==> config.mk <==
export PLATFORM = sky130hd
export DESIGN_NAME = sram_ctrl
export DESIGN_NICKNAME = d
export VERILOG_FILES = /design/src/rtl/sram_ctrl_pkg.sv /design/src/rtl/sram_ctrl.sv
export SDC_FILE = /design/constraint.sdc
export NUM_CORES = 1
export LEC_CHECK = 0
export BUFFER_PORTS_ARGS = -buffer_cell sky130_fd_sc_hd__buf_2
export CAP_MARGIN = 25
export CORE_ASPECT_RATIO = 0.5
export CORE_MARGIN = 2
export CORE_UTILIZATION = 50
export DETAILED_ROUTE_END_ITERATION = 16
export GPL_ROUTABILITY_DRIVEN = 0
export GPL_TIMING_DRIVEN = 1
export PLACE_DENSITY = 0.77
export SETUP_SLACK_MARGIN = 0.2
export SYNTH_ARGS = -nofsm -noshare
export SYNTH_HDL_FRONTEND = slang
export SYNTH_SLANG_ARGS = --single-unit
export TNS_END_PERCENT = 100
==> constraint.sdc <==
create_clock -name clk -period 3.6 [get_ports clk]
set_clock_uncertainty 0.05 [all_clocks]
set_input_delay 0.36 -clock clk [delete_from_list [all_inputs] [get_ports clk]]
set_output_delay 0.36 -clock clk [all_outputs]
set_load 0.02 [all_outputs]
==> src/rtl/sram_ctrl_pkg.sv <==
// Shared definitions for the data-memory SRAM controller: state encoding,
// halfword width and byte-select to phase decode helpers.
package sram_ctrl_pkg;

    typedef enum logic [1:0] {
        IDLE  = 2'd0,
        PH_HI = 2'd1,
        PH_LO = 2'd2,
        DONE  = 2'd3
    } sram_state_e;

    localparam int HALF_W = 16;

    function automatic logic sel_has_hi(input logic [3:0] sel);
        return |sel[3:2];
    endfunction

    function automatic logic sel_has_lo(input logic [3:0] sel);
        return |sel[1:0];
    endfunction

    // First phase of an access; a zero select skips the SRAM entirely.
    function automatic sram_state_e first_phase(input logic [3:0] sel);
        if (sel_has_hi(sel)) return PH_HI;
        if (sel_has_lo(sel)) return PH_LO;
        return DONE;
    endfunction

endpackage

==> src/rtl/sram_ctrl.sv <==
// Turns each 32-bit core data access into one or two timed 16-bit cycles on
// an asynchronous SRAM, stalling the core's MEM stage until the access ends.
module sram_ctrl
    import sram_ctrl_pkg::*;
#(
    parameter int SRAM_AW     = 20,
    parameter int WAIT_CYCLES = 2
) (
    input  logic                clk,
    input  logic                rst,
    input  logic                ram_ce_i,
    input  logic                ram_we_i,
    input  logic [31:0]         ram_addr_i,
    input  logic [3:0]          ram_sel_i,
    input  logic [31:0]         ram_data_i,
    output logic [31:0]         ram_data_o,
    output logic                stallreq_o,
    output logic [SRAM_AW-1:0]  sram_addr_o,
    output logic [HALF_W-1:0]   sram_data_o,
    input  logic [HALF_W-1:0]   sram_data_i,
    output logic                sram_data_oe_o,
    output logic                sram_ce_n_o,
    output logic                sram_oe_n_o,
    output logic                sram_we_n_o,
    output logic                sram_ub_n_o,
    output logic                sram_lb_n_o,
    output sram_state_e         dbg_state
);

    localparam int CW = (WAIT_CYCLES > 1) ? $clog2(WAIT_CYCLES) : 1;
    localparam logic [CW-1:0] LAST = CW'(WAIT_CYCLES - 1);
    localparam int WORD_W = SRAM_AW - 1;

    sram_state_e        state_q, state_d;
    logic [CW-1:0]      wait_q, wait_d;
    logic               we_q, we_d;
    logic [WORD_W-1:0]  word_q, word_d;
    logic [3:0]         sel_q, sel_d;
    logic [31:0]        wdata_q, wdata_d;
    logic [31:0]        rd_buf_q, rd_buf_d;
    logic [31:0]        ram_data_d;
    logic [SRAM_AW-1:0] addr_d;
    logic [HALF_W-1:0]  data_d;
    logic               ce_n_d, oe_n_d, we_n_d, ub_n_d, lb_n_d, data_oe_d;
    logic               phase_end, in_hi, in_lo, in_ph;

    logic unused_addr_bits;
    assign unused_addr_bits = ^{ram_addr_i[31:SRAM_AW+1], ram_addr_i[1:0]};

    // Request handshake: ram_ce_i is the request; stallreq_o high means "not
    // done yet", and the cycle it drops (DONE) completes the access.
    assign stallreq_o = ((state_q == IDLE) && ram_ce_i) ||
                        (state_q == PH_HI) || (state_q == PH_LO);
    assign dbg_state  = state_q;
    assign phase_end  = (wait_q == LAST);

    always_comb begin
        state_d    = state_q;
        wait_d     = wait_q;
        we_d       = we_q;
        word_d     = word_q;
        sel_d      = sel_q;
        wdata_d    = wdata_q;
        rd_buf_d   = rd_buf_q;
        ram_data_d = ram_data_o;
        case (state_q)
            IDLE: begin
                if (ram_ce_i) begin
                    we_d     = ram_we_i;
                    word_d   = ram_addr_i[SRAM_AW:2];
                    sel_d    = ram_sel_i;
                    wdata_d  = ram_data_i;
                    rd_buf_d = '0;
                    wait_d   = '0;
                    state_d  = first_phase(ram_sel_i);
                end
            end
            PH_HI: begin
                if (phase_end) begin
                    wait_d = '0;
                    if (!we_q) rd_buf_d[31:16] = sram_data_i;
                    state_d = sel_has_lo(sel_q) ? PH_LO : DONE;
                end else begin
                    wait_d = wait_q + CW'(1);
                end
            end
            PH_LO: begin
                if (phase_end) begin
                    wait_d = '0;
                    if (!we_q) rd_buf_d[15:0] = sram_data_i;
                    state_d = DONE;
                end else begin
                    wait_d = wait_q + CW'(1);
                end
            end
            default: state_d = IDLE;
        endcase

        if ((state_d == DONE) && !we_d) ram_data_d = rd_buf_d;

        // Pad outputs are registered from the next-state view so strobes
        // switch exactly on state boundaries.
        in_hi     = (state_d == PH_HI);
        in_lo     = (state_d == PH_LO);
        in_ph     = in_hi || in_lo;
        addr_d    = sram_addr_o;
        data_d    = sram_data_o;
        if (in_ph) begin
            addr_d = {word_d, in_lo};
            data_d = in_hi ? wdata_d[31:16] : wdata_d[15:0];
        end
        ce_n_d    = !in_ph;
        oe_n_d    = !(in_ph && !we_d);
        data_oe_d = in_ph && we_d;
        we_n_d    = !(in_ph && we_d && (wait_d != LAST));
        ub_n_d    = !((in_hi && sel_d[3]) || (in_lo && sel_d[1]));
        lb_n_d    = !((in_hi && sel_d[2]) || (in_lo && sel_d[0]));
    end

    always_ff @(posedge clk) begin
        if (rst) begin
            state_q        <= IDLE;
            wait_q         <= '0;
            we_q           <= 1'b0;
            word_q         <= '0;
            sel_q          <= '0;
            wdata_q        <= '0;
            rd_buf_q       <= '0;
            ram_data_o     <= '0;
            sram_addr_o    <= '0;
            sram_data_o    <= '0;
            sram_data_oe_o <= 1'b0;
            sram_ce_n_o    <= 1'b1;
            sram_oe_n_o    <= 1'b1;
            sram_we_n_o    <= 1'b1;
            sram_ub_n_o    <= 1'b1;
            sram_lb_n_o    <= 1'b1;
        end else begin
            state_q        <= state_d;
            wait_q         <= wait_d;
            we_q           <= we_d;
            word_q         <= word_d;
            sel_q          <= sel_d;
            wdata_q        <= wdata_d;
            rd_buf_q       <= rd_buf_d;
            ram_data_o     <= ram_data_d;
            sram_addr_o    <= addr_d;
            sram_data_o    <= data_d;
            sram_data_oe_o <= data_oe_d;
            sram_ce_n_o    <= ce_n_d;
            sram_oe_n_o    <= oe_n_d;
            sram_we_n_o    <= we_n_d;
            sram_ub_n_o    <= ub_n_d;
            sram_lb_n_o    <= lb_n_d;
        end
    end

endmodule

=== Word level (Yosys, flattened, before mapping) ===
Index checks and enable logic that the tools add are counted.

* Register bits after elaboration: 165
* Bits in latches: 0
* RAM bits: 0
* Memory bits (read-only): 0
* Logic and storage cells: 83
* Memories kept: 0

* Add/subtract/negate cells: 1
* $mul: 0
* Div/mod/pow operators: 0
* $lt $le $gt $ge: 0
* Eq/ne operators: 5
* Shift operators: 0
* Mux-type cells: 35
* Bitwise operators: 1
* Reduce and logical (&&, ||, !) cells: 25

{| class="wikitable"
|+ Operator list
! cell !! number
|-
| $mux W32 || 3
|-
| $mux W16 || 5
|-
| $pmux W16 S2 || 2
|-
| $mux W19 || 2
|-
| $mux W2 || 7
|-
| $mux W1 || 12
|-
| $logic_and A1 B1 Y1 || 9
|-
| $mux W4 || 2
|-
| $reduce_or A2 Y1 || 4
|-
| $eq A2 B2 Y1 const B || 3
|-
| $logic_not A1 Y1 || 6
|-
| $pmux W2 S3 || 1
|-
| $logic_or A1 B1 Y1 || 5
|-
| $eq A2 B1 Y1 const B || 2
|-
| $logic_not A2 Y1 || 1
|-
| $pmux W1 S2 || 1
|-
| $add A1 B1 Y1 const B || 1
|-
| $not A1 Y1 || 1
|}

=== Longest topological paths before layout ===
Gate-level depths: netlist of the first run.

* Word-level depth: 16
* Mapped depth: 15
* Gate-level depth less buffers: 12

=== Worst setup path before layout of the first run ===
No wires, ideal clock.

* Path type: reg2reg
* Start point: reg state_q[0], in the netlist dbg_state[0]
* End point: reg sram_addr_o[0]
* Setup time: 0.128 ns
* Arrival time: 2.950 ns
* Data required time: 3.422 ns
* Slack: 0.472 ns
* Cell stages (with the launch flop): 14
* Cells stage by stage: dfxtp_1 -> inv_1 -> ha_1 -> o311a_1 -> buf_6 -> clkbuf_1 -> nor2_1 -> inv_1 -> ha_1 -> clkbuf_1 -> clkbuf_1 -> clkbuf_1 -> mux2i_1 -> nor2_1

* Longest elaborated chain between the ends: 4
* Elaborated cells on any way between the ends: 10

{| class="wikitable"
|+ Ends and longest elaborated chain
! element !! line !! RTL
|-
| start: declaration || sram_ctrl.sv:34 || <nowiki>sram_state_e state_q, state_d;</nowiki>
|-
| start signal: assignment || sram_ctrl.sv:139 || <nowiki>state_q <= state_d;</nowiki>
|-
| $eq A2 B2 Y1, or another cell as far along || sram_ctrl.sv:66 || <nowiki>case (state_q)</nowiki>
|-
| $pmux W2 S3 (*) || sram_ctrl.sv:66 ||
|-
| $eq A2 B1 Y1 or $eq A2 B2 Y1 (tied branches) || sram_ctrl.sv:103, sram_ctrl.sv:104 ||
|-
| $logic_or A1 B1 Y1 || sram_ctrl.sv:105 || <nowiki>in_ph = in_hi || in_lo;</nowiki>
|-
| end signal: assignment || sram_ctrl.sv:147 || <nowiki>sram_addr_o <= addr_d;</nowiki>
|-
| end: declaration || sram_ctrl.sv:18 || <nowiki>output logic [SRAM_AW-1:0] sram_addr_o,</nowiki>
|}

Mark *: on every way between the ends. The rest lies on a longest branch, timed or not.
A chain may end at the register's enable or synchronous reset.

=== Worst setup path after layout of the first run ===
* Start point: reg state_q[0], in the netlist dbg_state[0]
* End point: reg sram_data_o[4]

* Longest elaborated chain between the ends: 4
* Elaborated cells on any way between the ends: 12

{| class="wikitable"
|+ Ends and longest elaborated chain
! element !! line !! RTL
|-
| $eq A2 B2 Y1, or another cell as far along || sram_ctrl.sv:66 ||
|-
| $pmux W2 S3 || sram_ctrl.sv:66 ||
|-
| $eq A2 B1 Y1 or $eq A2 B2 Y1 (tied branches) || sram_ctrl.sv:103, sram_ctrl.sv:104 ||
|-
| $mux W16 or $logic_or A1 B1 Y1 (tied branches) || sram_ctrl.sv:110, sram_ctrl.sv:105 ||
|-
| end signal: assignment || sram_ctrl.sv:148 || <nowiki>sram_data_o <= data_d;</nowiki>
|-
| end: declaration || sram_ctrl.sv:19 || <nowiki>output logic [HALF_W-1:0] sram_data_o,</nowiki>
|}

Several ways; a longest one is shown, not always the timed one.

==> flow_summary.yaml, run 1 <==
routing:
  first_pass_iters: 4
  vias_per_cell: 5.437
  drt_iter0_drc: 445
  drt.antenna.violating_nets: 0
  dr_wl_met3_um: 823
  wl_per_cell_um: 15.68
  met1Wirelength_mm: 7.010
  vias: 5285
  drc_errors: 0
  drt_wl_total_mm: 15.24
  met2WireLength_mm: 7.257
  top_layer: "met4"
global_route:
  grt_max_degree: 65
  grt_overflow: 0
  grt_pass1_vias: 5075
  groute.usage.overall_pct: 22.18
  grt_pass1_wl_mm: 25.50
  grt_antenna_before_repair: 1
critical_path:
  worstPathRequired_ns: 3.86
  r2r_cells: 12
  r2r-start: "dbg_state[0]$_SDFF_PP0_"
  endpoint_kind: "register"
  startpoint: "dbg_state[0]$_SDFF_PP0_"
  cp-endpoint: "sram_data_o[4]$_SDFFE_PP0N_"
  rr_endpoint: "sram_data_o[4]$_SDFFE_PP0N_"
  criticalPathCategory: "register to register"
  cp-start-kind: "register"
  r2r_slack_ns: 0.51
  arrival_ns: 3.36
  critPathMaxFanout: 32
yosys:
  yosys_register_bits: 165
  ys_top_cells_by_area: "dfxtp_1, nor2_1, a211oi_1, mux2i_1, mux2_2"
  synthAdderAreaFrac_pct: 1.145
  yosys.area.top_type_share_pct: 50.37
  synth_cell_types: 41
  synth_edf_count: 0
  synth_compound_area_share_pct: 22.02
  ys_async_sr_fraction_pct: 0
  synth_largest_area_cell: "dfxtp_1"
  yosysWarnings: 0
  synth-xor-area-share_pct: 0
  avgSynthCellArea_um2: 9.906
  synth_top_family_by_area: "compound AO/OA/AOI/OAI gates"
  netlist_area_mm2: 0.006558
  yosysMostFrequentCell: "dfxtp_1"
  syn_nets: 756
  synth_common_cells: "dfxtp_1, nor2_1, a211oi_1, a21oi_1, mux2i_1"
  muxShareOfSynthArea_pct: 9.426
  syn_inst: 662
  yosys.area_share.simple_pct: 12.69
  synth-main-ff-cell: "dfxtp_1"
  yosysSeqAreaShare_pct: 50.37
power:
  p_leak_nw: 3.419
  peakVddDrop_v: 0.0005792
  p_per_area_mw_per_mm2: 894.3
clock_tree:
  clk_latency_ns: 0.42
  cts_setup_buffers: 0
  clk_path_buf_depth: 2
  cts_tree: "yes"
  postCtsResizedCells: 0
  cts_root_buf: "clkbuf_16"
  clkTransAtPathRegs_ns: 0.07
  numCtsBuffers: 17
  cts_sinks: 165
  cts_htree_levels: 4
  holdBufCountCts: 0
cells_and_area:
  multi_input_area_mm2: 0.002972
  drive_gt1_share_pct: 33.42
  seqCellArea_mm2: 0.003303
  fill_cells: 1079
  final_cells: 972
  synthToLayoutAreaGrowth_pct: 21.79
  nNetsFinal: 883
  final_cell_area_mm2: 0.007986
  antenna_cells: 0
timing:
  maxSlewViolCount: 0
  fin_crit_ns: 3.093
  worst-slew-pin-transition_ns: 0.8181
  tns_ns: 0
  final-setup-viol-count: 0
  maxSlewHeadroom_pct: 45.14
  fin_crit_sh_pct: 85.91
  rsz0062_at_grt: "no"
  final_hold_viol_count: 0
  max_clock_freq_mhz: 323.4
status:
  outcome: "finished clean"
die:
  core_area_mm2: 0.01274
  start_util_pct: 51.49
  die_area_mm2: 0.01410
  rows: 29
  io_pins: 165
  dieHeight_um: 84.98
  dieWidth_um: 166.0
flow_run:
  drv_cap: 0
placement:
  dpl_cell_area_mm2: 0.007381
  dp.cells: 938
  numPortBuffers: 151
  dp_hpwl_mm: 9.979
min_path:
  hold_path.class: "input pin to register"
## flip-flops by register name, indices dropped and copies added (netlist names), 2 cells and up
signal,count
wdata_q,32
rd_buf_q,32
word_q,19
sram_addr_o,20
sel_q,4
dbg_state,2
sram_data_o,16
ram_data_o,32
## routing by layer
layer	up-vias	global-route usage (%)
li1	2645	-
met1	2505	29.29
met2	118	36.48
met3	17	6.017
met4	0	5.771
met5	-	0
## report_power, final
part / internal (mW) / leakage [nW] / switching [mW] / total, mW
Sequential: 2.26 / 1.35 / 0.190 / 2.45
Combinational: 1.04 / 1.79 / 1.88 / 2.92
Clock: 0.927 / 0.284 / 0.839 / 1.77
## worst min path at each step
stage	start	endpoint	cells after the start
2_1_floorplan	sel_q[2]$_SDFF_PP0_	sel_q[2]$_SDFF_PP0_	2
3_3_place_gp	sel_q[3]$_SDFF_PP0_	sel_q[3]$_SDFF_PP0_	2
3_5_place_dp	sel_q[3]$_SDFF_PP0_	sel_q[3]$_SDFF_PP0_	2
4_1_cts	ram_data_i[8]	wdata_q[8]$_SDFF_PP0_	3
5_1_grt	ram_data_i[8]	wdata_q[8]$_SDFF_PP0_	3
6_report	ram_addr_i[5]	word_q[3]$_SDFF_PP0_	3
## worst max-delay path, cell delays in order (launching register included)
cell	delay, ns
dfxtp_1	0.45
inv_1	0.10
ha_1	0.36
o311a_1	0.42
nor2_1	0.19
inv_1	0.08
ha_2	0.32
nor2b_1	0.22
inv_1	0.09
buf_4	0.25
a21oi_1	0.18
o2111ai_1	0.15
o311ai_0	0.12
## per-stage QoR
| step | utilization [%] | setup slack [ns] | hold slack [ns] | power (mW) |
|---|---|---|---|---|
| after floorplan | - | 0.4724 | 0.3904 | 4.639 |
| after global placement | 57.95 | 0.1924 | 0.4046 | 5.334 |
| after detailed placement | 57.95 | 0.1206 | 0.4115 | 5.408 |
| after CTS | 62.50 | 0.2260 | 0.1285 | 7.181 |
| after global routing | 62.71 | 0.2321 | 0.1317 | 7.620 |
| final | 62.71 | 0.5074 | 0.1397 | 7.142 |
## cells by family after synthesis
family,Yosys count
AND/OR/NAND/NOR,184
AO/OA/AOI/OAI,181
flip-flops,165
buffers and inverters,67
multiplexers,59
adder cells (fa/ha/maj),6
## layout make-up
type / instances / area share, %
Multi-Input combinational cell: 430 / 37.21
Timing Repair Buffer: 167 / 11.14
Sequential cell: 165 / 41.36
Inverter: 8 / 0.3760
Clock inverter: 15 / 1.927
Clock buffer: 17 / 5.327
Tap cell: 170 / 2.663
## cells in the final DEF, fill, tap and decap left out, types with 2 or more instances in the layout
master and n:
a211oi_1 51, a21bo_2 16, a21oi_1 39, a22oi_1 32
buf_2 150, buf_4 15, clkbuf_16 17, clkinv_4 3
clkinv_8 2, dfxtp_1 165, ha_1 5, inv_1 7
inv_6 3, inv_8 5, mux2_2 22, mux2i_1 37
nand2_1 6, nand2b_1 4, nand3_1 18, nor2_1 131
nor2b_1 5, o2111ai_1 16, o311ai_0 5, o311ai_1 3
o311ai_2 7, or3b_2 15
Note: power is estimated with default switching activity, not from simulation.
==> run 2, diff against run 1 <==
--- a/config.mk
+++ b/config.mk
@@ -5,7 +5,7 @@
 export SDC_FILE = /design/constraint.sdc
 export NUM_CORES = 1
 export LEC_CHECK = 0
-export BUFFER_PORTS_ARGS = -buffer_cell sky130_fd_sc_hd__buf_2
+export BUFFER_PORTS_ARGS = -buffer_cell sky130_fd_sc_hd__buf_4
 export CAP_MARGIN = 25
 export CORE_ASPECT_RATIO = 0.5
 export CORE_MARGIN = 2
@@ -15,6 +15,7 @@
 export GPL_TIMING_DRIVEN = 1
 export PLACE_DENSITY = 0.77
 export SETUP_SLACK_MARGIN = 0.2
+export SLEW_MARGIN = 20
 export SYNTH_ARGS = -nofsm -noshare
 export SYNTH_HDL_FRONTEND = slang
 export SYNTH_SLANG_ARGS = --single-unit
==> flow_summary.yaml, run 2 (synthesized netlist as in run 1, its figures left out) <==
status:
  outcome: "finished clean"
global_route:
  grt_max_degree: 97
  use_met2_pct: 37.08
  grtUsageMet3_pct: 5.970
  grt_pass1_vias: 5180
  busiest_layer: "met2"
  grt_antenna_before_repair: 0
  groute.usage.overall_pct: 22.49
  grt_pass1_wl_mm: 25.86
  grt_overflow: 0
  met1_usage_pct: 29.55
clock_tree:
  cts_tree: "yes"
  numCtsBuffers: 17
  clk_path_buf_depth: 2
  clkTransAtPathRegs_ns: 0.07
  cts_sinks: 165
  clk_latency_ns: 0.41
  cts_root_buf: "clkbuf_16"
  cts_htree_levels: 4
critical_path:
  endpoint_kind: "register"
  worstPathRequired_ns: 3.87
  criticalPathCategory: "register to register"
  cp_slowest_stage_delay_ns: 0.45
  arrival_ns: 3.41
  crit_buf_inv: 5
  cp-start-kind: "register"
  path_delay_family: "buffers and inverters"
  cp_slowest_cell: "dfxtp_1"
  crit_chain: "inv_1 > ha_1 > o311a_1 > nor2_1 > inv_1 > ha_2 > nor2b_2 > clkinvlp_4 > buf_4 > buf_4 > o311ai_2"
  critPathMaxFanout: 13
cells_and_area:
  seqCellArea_mm2: 0.003303
  fill_cells: 1054
  synthToLayoutAreaGrowth_pct: 27.74
  antenna_cells: 0
  nNetsFinal: 886
  top_regs: "ram_data_o (32), rd_buf_q (32), wdata_q (32)"
  multi_input_area_mm2: 0.002974
  drive_gt1_share_pct: 33.91
  layout_commonest_cell: "buf_4"
  most-common-layout-cells: "buf_4, dfxtp_1, nor2_1"
  final_util_pct: 65.77
placement:
  dpl_worst_slack_ns: -0.1625
  numPortBuffers: 151
  dp_hpwl_mm: 10.13
routing:
  drt.antenna.violating_nets: 0
  first_pass_iters: 4
  vias_per_cell: 5.527
  drc_errors: 0
  drt_iter0_drc: 368
  wl_per_cell_um: 16.36
  vias: 5389
  drt_wl_total_mm: 15.95
timing:
  tns_ns: 0
  maxSlewViolCount: 0
  max_clock_freq_mhz: 318.3
  holdWs_ns: 0.1492
  worst-slew-pin-transition_ns: 0.9369
  maxSlewHeadroom_pct: 37.54
  layout_setup_ws_ns: 0.4584
  final_hold_viol_count: 0
  final-setup-viol-count: 0
  fin_crit_sh_pct: 87.27
  rsz0062_at_grt: "no"
  fin_crit_ns: 3.142
power:
  swShare_pct: 40.13
  power.total_mw: 7.411
  power_frac_seq_pct: 33.5
  p_per_area_mw_per_mm2: 884.7
  power_frac_clock_pct: 23.3
  comb_power_share_pct: 43.3
  p_sw_mw: 2.974
  peakVddDrop_v: 0.0005935
  p_leak_nw: 3.490
  p_int_mw: 4.437
die:
  core_area_mm2: 0.01274
  io_pins: 165
  dieWidth_um: 166.0
  dieHeight_um: 84.98
  start_util_pct: 51.49
  rows: 29
  die_area_mm2: 0.01410
flow_run:
  drv_cap: 0
min_path:
  hold_path.class: "input pin to register"
run 2: worst paths after layout:
check | from | slack [ns] | to | cells after the start
max reg2reg | dbg_state[0]$_SDFF_PP0_ | 0.46 | sram_data_o[14]$_SDFFE_PP0N_ | 11
min | ram_addr_i[19] | 0.15 | word_q[17]$_SDFF_PP0_ | 3
min reg2reg | sel_q[3]$_SDFF_PP0_ | 0.42 | sel_q[3]$_SDFF_PP0_ | 2
max | dbg_state[0]$_SDFF_PP0_ | 0.46 | sram_data_o[14]$_SDFFE_PP0N_ | 11
run 2: power by group through the flow:
stage	Combinational (mW)	Clock [mW]	Sequential, mW
floorplan	1.79	0	2.85
global placement	3.06	0	2.50
detailed placement	3.13	0	2.51
CTS	3.15	1.76	2.48
global route	3.48	1.84	2.53
finish	3.21	1.73	2.48
run 2: timing repair:
action	CTS	global route
endpoints found under the setup margin	51	16
gates resized for setup	0	3
pin swaps	1	0
buffers inserted	1	3
gates cloned	0	1
hold buffers	0	0
run 2: routing by layer:
layer / wire length [µm] / part of all wire, %
met2: 7493 / 47
met1: 7369 / 46
met3: 865 / 5.4
met4: 223 / 1.4
met5: 0 / 0
run 2: layout make-up:
class,instances,share of cell area [%]
tap,170,2.539
timing repair buffer,169,15.24
inverter,8,0.4033
multi-input combinational,430,35.50
clock buffer,17,5.078
clock inverter,15,1.718
sequential,165,39.43
timing repair inverter,1,0.08962
run 2: through the flow:
| step | instances | cell area (µm²) |
|---|---|---|
| after floorplan | 662 | 6558 |
| after global placement | 937 | 7749 |
| after detailed placement | 937 | 7749 |
| after CTS | 970 | 8325 |
| after global routing | 975 | 8377 |
| final | 975 | 8377 |
run 2: tightest hold or removal path, cell delays in order:
cell and delay [ns]:
buf_4 0.07, mux2i_1 0.06, nor2_1 0.08
